===== config.mk =====
export PLATFORM = sky130hd
export DESIGN_NAME = clk_div_prog
export DESIGN_NICKNAME = d
export VERILOG_FILES = /design/src/rtl/clk_div_prog.sv
export SDC_FILE = /design/constraint.sdc
export NUM_CORES = 1
export LEC_CHECK = 0
export CAP_MARGIN = 20
export CORE_UTILIZATION = 45
export DETAILED_ROUTE_END_ITERATION = 10
export GPL_TIMING_DRIVEN = 0
export SETUP_SLACK_MARGIN = 0.1
export SLEW_MARGIN = 25
export SYNTH_ARGS = -nofsm -noshare
export SYNTH_HDL_FRONTEND = slang
export SYNTH_SLANG_ARGS = --single-unit

===== constraint.sdc =====
create_clock -name clk -period 5.85 [get_ports clk]
set_input_delay 1.755 -clock clk [delete_from_list [all_inputs] [get_ports clk]]
set_output_delay 1.755 -clock clk [all_outputs]
set_load 0.03 [all_outputs]

===== src/rtl/clk_div_prog.sv =====
// Multi-channel programmable clock divider: 50% duty clk_out (odd N stretched by a
// negedge stage), one-cycle tick per period, divisor changes staged to the period boundary.
module clk_div_prog #(
    parameter int unsigned NUM_CH      = 4,
    parameter int unsigned DIV_W       = 26,
    parameter int unsigned DEFAULT_DIV = 50000000
) (
    input  logic                      clk,
    input  logic                      reset,
    input  logic [NUM_CH-1:0]         ch_en,
    input  logic                      cfg_valid,
    input  logic [$clog2(NUM_CH)-1:0] cfg_ch,
    input  logic [DIV_W-1:0]          cfg_div,
    output logic                      cfg_ready,
    output logic                      cfg_err,
    output logic [NUM_CH-1:0]         clk_out,
    output logic [NUM_CH-1:0]         tick
);

    localparam int unsigned CH_W    = $clog2(NUM_CH);
    localparam int unsigned CH_SPAN = 1 << CH_W;
    localparam logic [DIV_W-1:0] DIV_RST = DIV_W'(DEFAULT_DIV);

    logic [NUM_CH-1:0] run_q, run_d;
    logic [NUM_CH-1:0] a_q, a_d;
    logic [NUM_CH-1:0] b_q;
    logic [NUM_CH-1:0] pend_q, pend_d;
    logic [NUM_CH-1:0] tick_q, tick_d;
    logic [DIV_W-1:0]  cnt_q  [NUM_CH];
    logic [DIV_W-1:0]  cnt_d  [NUM_CH];
    logic [DIV_W-1:0]  div_q  [NUM_CH];
    logic [DIV_W-1:0]  div_d  [NUM_CH];
    logic [DIV_W-1:0]  pdiv_q [NUM_CH];
    logic [DIV_W-1:0]  pdiv_d [NUM_CH];
    logic              cfg_err_q, cfg_err_d;
    logic              init_q;

    logic [CH_SPAN-1:0] ch_ok_vec;
    logic [CH_SPAN-1:0] pend_ext;
    logic               ch_ok;
    logic               div_ok;
    logic               cfg_fire;
    logic [NUM_CH-1:0]  wrap_c;
    logic [NUM_CH-1:0]  apply_c;

    // Config decode: channel range, divisor legality and handshake.
    always_comb begin
        ch_ok_vec = '0;
        for (int unsigned i = 0; i < CH_SPAN; i++) begin
            ch_ok_vec[i] = (i < NUM_CH);
        end
        pend_ext  = CH_SPAN'(pend_q);
        ch_ok     = ch_ok_vec[cfg_ch];
        div_ok    = (cfg_div > DIV_W'(1));
        cfg_ready = init_q & (~ch_ok | ~pend_ext[cfg_ch]);
        cfg_fire  = cfg_valid & cfg_ready;
        cfg_err_d = cfg_fire & ~(ch_ok & div_ok);
    end

    // Per-channel next state; outputs are registered from next-state values.
    always_comb begin
        wrap_c  = '0;
        apply_c = '0;
        run_d   = ch_en;
        pend_d  = pend_q;
        a_d     = '0;
        tick_d  = '0;
        for (int unsigned i = 0; i < NUM_CH; i++) begin
            cnt_d[i]  = '0;
            div_d[i]  = div_q[i];
            pdiv_d[i] = pdiv_q[i];

            wrap_c[i]  = run_q[i] && (cnt_q[i] == (div_q[i] - DIV_W'(1)));
            apply_c[i] = pend_q[i] && (!run_q[i] || wrap_c[i]);
            if (apply_c[i]) begin
                div_d[i]  = pdiv_q[i];
                pend_d[i] = 1'b0;
            end
            if (cfg_fire && ch_ok && div_ok && (cfg_ch == CH_W'(i))) begin
                pend_d[i] = 1'b1;
                pdiv_d[i] = cfg_div;
            end

            if (run_q[i] && run_d[i] && !wrap_c[i]) begin
                cnt_d[i] = cnt_q[i] + DIV_W'(1);
            end
            a_d[i]    = run_d[i] && (cnt_d[i] < (div_d[i] >> 1));
            tick_d[i] = run_d[i] && (cnt_d[i] == '0);
        end
    end

    always_ff @(posedge clk or negedge reset) begin
        if (!reset) begin
            run_q     <= '0;
            a_q       <= '0;
            pend_q    <= '0;
            tick_q    <= '0;
            cfg_err_q <= 1'b0;
            init_q    <= 1'b0;
            for (int unsigned i = 0; i < NUM_CH; i++) begin
                cnt_q[i]  <= '0;
                div_q[i]  <= DIV_RST;
                pdiv_q[i] <= '0;
            end
        end else begin
            run_q     <= run_d;
            a_q       <= a_d;
            pend_q    <= pend_d;
            tick_q    <= tick_d;
            cfg_err_q <= cfg_err_d;
            init_q    <= 1'b1;
            for (int unsigned i = 0; i < NUM_CH; i++) begin
                cnt_q[i]  <= cnt_d[i];
                div_q[i]  <= div_d[i];
                pdiv_q[i] <= pdiv_d[i];
            end
        end
    end

    // Half-cycle stage that stretches the high phase for odd divisors.
    always_ff @(negedge clk or negedge reset) begin
        if (!reset) begin
            b_q <= '0;
        end else begin
            b_q <= a_q;
        end
    end

    always_comb begin
        clk_out = '0;
        for (int unsigned i = 0; i < NUM_CH; i++) begin
            clk_out[i] = a_q[i] | (b_q[i] & div_q[i][0]);
        end
    end

    assign tick    = tick_q;
    assign cfg_err = cfg_err_q;

endmodule


=== Word-level counts from Yosys, hierarchy flattened ===
Index checks and enable logic that the tools add are counted.

* Add/sub/neg operators: 8
* Multipliers: 0
* Div/mod/pow operators: 0
* $lt $le $gt $ge: 6
* Eq/ne operators: 7
* Shifts and indexed selects: 0
* Multiplexer cells: 20
* Bitwise gates (word level): 16
* Reductions and logical operators: 51

{| class="wikitable"
|+ Operators by type and width
! cell !! number
|-
| two-way mux 26 bit || 8
|-
| adder 26 x 1 -> 26 bit, second input constant || 4
|-
| equality test 26 bit || 4
|-
| zero test 26 bit || 4
|-
| < comparator 26 x 25 -> 1 bit || 4
|-
| subtractor 26 x 1 -> 26 bit, second input constant || 4
|-
| logical AND 1 bit || 30
|-
| > comparator 26 x 1 -> 1 bit, second input constant || 1
|-
| two-way mux 1 bit || 10
|-
| AND 1 bit || 8
|-
| zero test 1 bit || 8
|-
| nonzero test 2 bit || 4
|-
| bitwise OR 1 bit || 5
|-
| binary-select mux 1 bit (select 2 bit) || 2
|-
| equality test 2 bit, second input constant || 2
|-
| logical OR 1 bit || 4
|-
| < comparator 2 x 3 -> 1 bit, second input constant || 1
|-
| inverter 1 bit || 3
|-
| equality test 2 x 1 -> 1 bit, second input constant || 1
|-
| zero test 2 bit || 1
|}

* Register bits after elaboration: 334
* Latch bits: 0
* Bits in writable memories: 0
* Bits in read-only memories: 0
* Bits of input ports: 35
* Output and inout port bits: 10
* Word-level logic and storage cells: 134
* Memories kept: 0

=== Longest topological paths before layout ===
Gate-level depths: netlist (run 1).

* Depth in word-level cells: 10
* Gate-level depth with buffers: 22

==> results of run 1 <==
per-stage QoR:
stage	TNS (ns)	total power [mW]	instance area [sq um]
2_1_floorplan	0	5.64	20900
3_3_place_gp	-3684.05	6.46	22100
3_5_place_dp	-1.63	6.56	22200
4_1_cts	-0.218	9.22	23700
5_1_grt	-0.250	9.89	24100
6_report	-0.115	9.33	24100
registers in the layout, summed over array words and instances (netlist names):
register / cells
b_q: 4
a_q: 4
div_q: 104
pdiv_q: 104
tick: 4
cnt_q: 104
run_q: 4
cfg_err: 1
pend_ext: 4
init_q: 1
cell families (layout without fill, tap and decap cells):
logic type,Yosys count,in the layout,synth area share
AOI/OAI and AO/OA,266,266,0.0901
other,1,1,0.000179
xor gates and xnor gates,236,236,0.0995
muxes,224,224,0.115
DFF,334,334,0.403
buffers and inverters,247,396,0.0466
adders and majority gates,104,104,0.0623
and+or+nand+nor,715,715,0.184
tightest hold or removal path: stages (launching register included):
cell     delay, ns
dfrtp_1       0.34
nand2_1       0.05
o21ai_0       0.06
cells in the final DEF, fill, tap and decap left out, types with 39 or more instances in the layout:
| master | synthesis | final |
|---|---|---|
| a21o_1 | 45 | 45 |
| clkbuf_1 | 95 | 97 |
| clkbuf_16 | 0 | 41 |
| dfrtp_1 | 282 | 278 |
| dfstp_2 | 48 | 48 |
| ha_1 | 104 | 101 |
| inv_1 | 109 | 109 |
| mux2_2 | 118 | 118 |
| mux2i_1 | 103 | 98 |
| nand2_1 | 89 | 88 |
| nand3_1 | 68 | 66 |
| nand4_1 | 58 | 58 |
| nor2_1 | 191 | 191 |
| nor3_1 | 63 | 63 |
| nor4_1 | 41 | 39 |
| xnor2_1 | 151 | 151 |
| xor2_1 | 84 | 84 |
power by group through the flow:
stage                     registers (mW)  clock network [mW]  logic, mW
final                               3.66                2.59       3.08
after global routing                3.74                2.72       3.43
after CTS                           3.64                2.64       2.95
after detailed placement            3.66                   0       2.90
after global placement              3.65                   0       2.81
after floorplan                     3.40                   0       2.24
layer usage:
metal | GRT usage | up-vias | part of all wire
met3 | 0.0297 | 88 | 0.048
li1 | - | 7822 | -
met2 | 0.404 | 431 | 0.46
met4 | 0.0765 | 0 | 0.026
met1 | 0.349 | 8201 | 0.46
met5 | 0 | - | 0
timing repair:
item,in CTS,in global routing
resized for setup,46,60
hold buffers,0,0
pin swaps,8,24
buffers inserted,7,21
endpoints found under the setup margin,9,8
area by class of cell:
type / count / area, sq um
flip-flops and latches: 334 / 8420
multi-input cells: 1546 / 11800
fillers: 4078 / 21500
clock buffers: 60 / 1200
repair buffers: 76 / 769
plain buffers: 115 / 529
clock inverters: 13 / 155
inverters: 132 / 495
well taps: 600 / 751
worst max-delay path by stage:
stage	from	end	slack (ns)	depth (start not counted)
finish	b_q[2]	clk_out[2]	-0.06	2
global placement	reset	b_q[2]	-14.20	1
global route	b_q[2]	clk_out[2]	-0.09	2
floorplan	div_q[26]	a_q[2]	0.45	19
detailed placement	div_q[26]	a_q[2]	-1.23	17
CTS	b_q[2]	clk_out[2]	-0.09	2
==> run metrics, run 1 <==
pin count of the biggest net entering global routing=89; CP Cell Sequence=a21o_1, buf_6; antenna cells=0; Nets=approximately 2.4k; CTS tree=built; Hold Crit Start=pdiv_q[52]; crit path DAT=about 4.2 ns; combinational power share=0.330; worst path buffer plus inverter count=1; Die Y=about 220 microns; Pint=between 5 and 6 mW; Total Wirelength=between 50 and 60 mm; Netlist cell types=between 80 and 90; worst rel slew slack=0.341; synthesized flop and latch total=around 330; port bufs=44; Final ANT Viol Nets=0; final setup violation count=4; crit path max fanout=1; Hold EP=div_q[52]; Initial Util=0.459; Switching Fraction=0.367; Synth Cell Area=roughly 21000 sq um; CP Class=register to primary output; most frequent cells after synthesis=dfrtp_1 (282), nor2_1 (191), xnor2_1 (151), mux2_2 (118), inv_1 (109); worst skew pair latency=0.58 ns; initial antenna violation count=0; area share of the leading cell type in the synthesized netlist=0.338; area of the core=roughly 46000 sq um; RSZ-0062 raised after global routing=true; clk_skew=approximately 0.020 ns; Cells after Synth=about 2.1k; Worst Tran Pin Value=around 1 ns; r2r setup slk=0.30 ns; most frequent cell after synthesis=dfrtp_1; Worst Setup Start Kind=register; total nets after synthesis=approximately 2.3k; Core Rows=just under 80; WHS=between 0.4 and 0.5 ns; hold path cells=2; hpwl dp=between 40 and 50 mm; total number of yosys warnings=0; worst r2r dst=a_q[3]; syn avg cell area=9.83 sq um; clock sinks=about 330; placed insts=around 2.8k; static leakage=around 11 nW; Reg clk slew, reported paths=0.06 ns; I/O pin cnt=between 40 and 50; worst reg2reg path depth=21; Hold Fails Final Rpt=0; sequential share of the synthesized area=0.403; routed vias/inst=between 5 and 6; root buffer cell=clkbuf_16; Critical Path RT=4.09 ns; Die Area=47300 sq um; first-pass GRT wire length=91.5 mm; area grow syn2layout=15.3%; crit-path max cell delay=between 0.3 and 0.4 ns; largest area contributor in the netlist=dfrtp_1; slowest cell on the critical path=dfrtn_1; FFs w/ async S/R, synth=1.00; H-tree Lvls=2; GRT overflow=0; count of pins over their slew limit=0; Clk network pwr share=0.277; switching power of the nets=around 3.4 mW; Peak VDD IR=around 240 uV; ranking of synthesized cells by area=dfrtp_1 (34%), mux2_2 (6.4%), xnor2_1 (6.3%); pwr/cell area=roughly 390 nW/um^2; Die W=~220 microns; Post-synth EDFFs=0; routed length per placed instance=slightly above 20 microns; maximum clock insertion buffer count=3; routed vias=between 15k and 20k; vias in the first global route=16.3k; delay-heaviest family, CP=flip-flops; DR DRC count=0; layout cell share with drive strength beyond 1=0.169; Min-Delay Path Class=register to register; gr usage total=0.250; DR pass1 iterations=5; total CTS buffers=40; Core Util, Final=0.529; Finished Layout Cells=roughly 2.9k; crit end category=primary output; worst r2r src=div_q[0]; most common flop cell mapped by yosys=dfrtp_1; sequential share of power=0.392; drt initial violations=roughly 1.1k; failing checks=negative setup slack; setup slack after layout=-0.0613 ns; Setup Slack @ Placement=-1.23 ns; run status=complete, but fails checks; Routability Congestion=between 0.8 and 0.9; Max Cap Violations=0
Note: power is estimated with default switching activity, not from simulation.
==> inputs of run 2 (changes only) <==
--- a/config.mk
+++ b/config.mk
@@ -9,6 +9,7 @@
 export CORE_UTILIZATION = 45
 export DETAILED_ROUTE_END_ITERATION = 10
 export GPL_TIMING_DRIVEN = 0
+export PLACE_DENSITY_LB_ADDON = 0.05
 export SETUP_SLACK_MARGIN = 0.1
 export SLEW_MARGIN = 25
 export SYNTH_ARGS = -nofsm -noshare
==> run metrics, run 2 (synthesis results as in run 1) <==
Die Y=approximately 220 microns; switching power of the nets=roughly 3.4 mW; worst r2r src=div_q[35]; Hold Fails Final Rpt=0; Routability Congestion=roughly 0.90; Initial Util=0.459; total CTS buffers=40; drt initial violations=994; final setup violation count=4; Total Wirelength=between 50 and 60 mm; H-tree Lvls=2; port bufs=between 40 and 50; hpwl dp=~44 mm; I/O pin cnt=45; count of pins over their slew limit=0; failing checks=negative setup slack; Die Area=approximately 47000 sq um; maximum clock insertion buffer count=3; Die W=about 220 microns; antenna cells=0; commonest non-fill, non-tap cell in the layout=dfrtp_1; Pint=between 5 and 6 mW; crit end category=primary output; Final ANT Viol Nets=0; sequential share of power=0.391; DR pass1 iterations=5; Placement Cell Area=between 20000 and 25000 sq um; placed insts=2775; routed vias/inst=around 5.7; worst rel slew slack=0.351; Min-Delay Path Class=register to register; Switching Fraction=0.364; crit path max fanout=1; root buffer cell=clkbuf_16; area grow syn2layout=14.5%; GRT overflow=0; clk_skew=~0.017 ns; Clk network pwr share=0.283; pwr/cell area=between 300 and 400 nW/um^2; pin count of the biggest net entering global routing=76; run status=complete, but fails checks; Max Cap Violations=0; Worst Setup Start Kind=register; RSZ-0062 raised after global routing=true; worst skew pair latency=roughly 0.57 ns; most frequent cells in the layout=dfrtp_1 (280), nor2_1 (191), xnor2_1 (151); Core Rows=78; combinational power share=0.326; setup slack after layout=-0.108 ns; CP Class=register to primary output; area of the core=~46000 sq um; post-route design area=around 24000 sq um; Critical Path RT=roughly 4.1 ns; WHS=0.504 ns; CP Launch Point=b_q[2]; Hold Crit Start=pdiv_q[23]; static leakage=10.7 nW; vias in the first global route=roughly 16k; routed length per placed instance=between 20 and 25 microns; routed vias=16.2k; Worst Tran Pin Value=about 0.97 ns; Setup Slack @ Placement=-1.02 ns; # fillers=between 4k and 5k; first-pass GRT wire length=90.7 mm; Peak VDD IR=286 uV; biggest regs=cnt_q x104, div_q x104, pdiv_q x104; CTS tree=built; initial antenna violation count=1; layout cell share with drive strength beyond 1=0.161; gr usage total=0.249; Finished Layout Cells=between 2k and 3k; clock sinks=334; Reg clk slew, reported paths=around 0.060 ns; hold_buf cts=0; crit path DAT=4.20 ns; DR DRC count=0; Nets=2372
-- run 2: metal layers --
metal / global-route usage / routed length [microns]
met4: 0.0880 / 1780
met1: 0.340 / 26600
met2: 0.404 / 26600
met3: 0.0335 / 2770
met5: 0 / 0
-- run 2: final cells by class --
| type | count | area [sq um] | share of cell area |
|---|---|---|---|
| Multi-Input combinational cell | 1546 | 11700 | 0.489 |
| Sequential cell | 334 | 8420 | 0.352 |
| Clock buffer | 53 | 1130 | 0.0473 |
| Tap cell | 600 | 751 | 0.0314 |
| Timing Repair Buffer | 64 | 683 | 0.0286 |
| Buffer | 115 | 512 | 0.0214 |
| Inverter | 132 | 495 | 0.0207 |
| Clock inverter | 19 | 233 | 0.00973 |
-- run 2: path summary, 6_finish.rpt --
kind                              endpoint  slack (ns)  depth (start not counted)
worst max-delay path            clk_out[2]       -0.11                          2
worst max register to register      a_q[2]        0.06                         20
worst min-delay path            pdiv_q[23]        0.50                          1
max in group asynchronous           b_q[2]        1.13                          2
worst min register to register  pdiv_q[23]        0.50                          1
min in group asynchronous        cnt_q[83]        1.12                          1
-- run 2: timing repair --
item / CTS / global route
gates resized for setup: 48 / 41
pin swaps: 7 / 11
setup buffers: 5 / 11
endpoints found under the setup margin: 8 / 9
-- run 2: power by group through the flow --
stage | logic, mW | registers (mW) | clock network, mW
after floorplan | 2.24 | 3.40 | 0
after global placement | 2.86 | 3.62 | 0
after detailed placement | 2.93 | 3.64 | 0
after CTS | 2.98 | 3.61 | 2.69
after global routing | 3.38 | 3.71 | 2.77
final | 3.02 | 3.62 | 2.62
-- run 2: worst max-delay path, cell delays in order (launching register included) --
cell	delay, ns
dfrtn_1	0.38
a21o_1	0.19
buf_6	0.15
-- run 2: per-stage QoR --
step / TNS [ns] / power [mW] / utilization
2_1_floorplan: 0 / 5.64 / -
3_3_place_gp: -3769.38 / 6.48 / 0.485
3_5_place_dp: -1.83 / 6.57 / 0.487
4_1_cts: -0.289 / 9.27 / 0.520
5_1_grt: -0.437 / 9.86 / 0.525
6_report: -0.176 / 9.26 / 0.525
==> variant (config.mk and constraints of run 2) <==
Reset style: synchronous (`reset`), changed in 2 clocked blocks.
--- a/src/rtl/clk_div_prog.sv
+++ b/src/rtl/clk_div_prog.sv
@@ -89,7 +89,7 @@
         end
     end
 
-    always_ff @(posedge clk or negedge reset) begin
+    always_ff @(posedge clk) begin
         if (!reset) begin
             run_q     <= '0;
             a_q       <= '0;
@@ -118,7 +118,7 @@
     end
 
     // Half-cycle stage that stretches the high phase for odd divisors.
-    always_ff @(negedge clk or negedge reset) begin
+    always_ff @(negedge clk) begin
         if (!reset) begin
             b_q <= '0;
         end else begin
Function: not checked (the comparison handles one clock edge and no latches or derived clocks); the edit may change what the design does.
==> variant against run 2 <==
The run still ends with setup timing left; highest routed layer unchanged; via count rose by 6.6%; design area shrank 7.0%; routed wire length rose by 5.2%; setup slack gained 2.8 ps; area after synthesis decreased by 7.2%; first-iteration DRC count rose by 24%; sequential cell count unchanged.
Power is not compared: it rests on default switching activity, and its combinational part moved more than twofold at a synthesized area within 25%.
==> variant: results (changes against run 2) <==
Yosys
  – Post-Syn Instances: 2326 (+9.4%)
  – FFs w/ async S/R, synth: 0% (-100 points)
  – Synth Area in XOR/XNOR: 10.3% (+0.34 points)
  – Mapped Nets: 2465 (+8.8%)
  – Synth cell count leaders: nor2_1, dfxtp_1, mux2i_1
  – Multiplexer share of the synthesized area: 9.93% (-1.6 points)
  – Synth Area in Adders: 6.76% (+0.53 points)
  – Most common flop cell mapped by yosys: dfxtp_1
  – Distinct cells, synth: 74 (-17%)
  – Largest cells by area after synthesis: dfxtp_1, mux2i_1, nor2_1

Hold path
  – Hold Path Sink: div_q[0][52]$_SDFFE_PN0N_
  – Cells on Worst Hold Path: 2 (+1)
  – Hold Path Origin: pdiv_q[2][0]$_SDFFE_PN0P_

Drt
  – Initial DRC Count: 1232 (+24%)
  – Final WL: 60700 µm (+5.2%)

STA
  – Worst Clk Skew: 48.7 ps (+31.3 ps)
  – Hold slack: 466 ps (-37.9 ps)
  – Final setup vio count: 4 (unchanged)
  – Setup ws final: -105 ps (+2.76 ps)

Worst setup path
  – R2R Setup Slk: 330 ps (+270 ps)
  – R2r worst-path depth: 19 (-5.0%)
  – Worst r2r src: div_q[0][12]$_SDFF_PN1_
  – R2R Path End: a_q[0]$_SDFF_PN0_

Clocking
  – Clk_lat worst skew: 620 ps (+50 ps)

Cells and area
  – Final-layout non-clock buffer area share: 4.80% (-0.20 points)
  – FF+latch area: 6690 µm² (-21%)
  – Comb_multi_in: 1834 (+19%)
  – Final nets: 2568 (+8.3%)
  – Antenna cells: 1 (+1)
  – Number of clock buffers in the layout: 59 (+11%)
  – Design area: 22200 µm² (-7.0%)
  – Logic inverters: 38 (-71%)
  – Layout cells sized above 1: 6.34% (-9.7 points)
  – Multi-input gate area: 12300 µm² (+5.1%)
  – Layout clock area frac: 6.14% (+0.44 points)

Place
  – DP HPWL: 46900 µm (+6.9%)
  – Dpl cell area: 20500 µm² (-7.6%)
  – Setup WS pre-CTS: -1150 ps (-136 ps)
  – GPL Wtd Cong: 0.901 (+0.46%)

GRT
  – Largest net degree at the start of global routing: 14 (-82%)
  – Global-route wire length before repair: 94100 µm (+3.8%)
  – Total Routing Usage GR: 27.5% (+2.6 points)
  – Vias in the first global route: 16463 (+3.5%)

Run status
  – Status: finished, violations left
  – Failing checks: setup timing

Floorplanning
  – TAP cells: 539 (-10%)
[variant: critical path, cell delays in order (launching register included)]
cell and delay, ps:
dfxtp_1 290, a21o_1 210, buf_6 150
[variant: how the worst max path moves through the flow]
stage	start	to	slack, ps	cells past startpoint
final	b_q[3]$_SDFF_NN0_	clk_out[3]	-110	2
after global routing	b_q[3]$_SDFF_NN0_	clk_out[3]	-130	2
after CTS	b_q[3]$_SDFF_NN0_	clk_out[3]	-120	2
after detailed placement	reset	b_q[0]$_SDFF_NN0_	-1150	4
after global placement	reset	b_q[0]$_SDFF_NN0_	-1150	4
after floorplan	reset	b_q[0]$_SDFF_NN0_	470	3
[variant: layer usage]
metal	track usage (%)	up-vias	share of wire, %
met1	37.9	8245	47
met2	44.2	450	45
met4	10.2	0	3.3
met3	3.25	106	5.0
li1	-	8452	-
met5	0	-	0
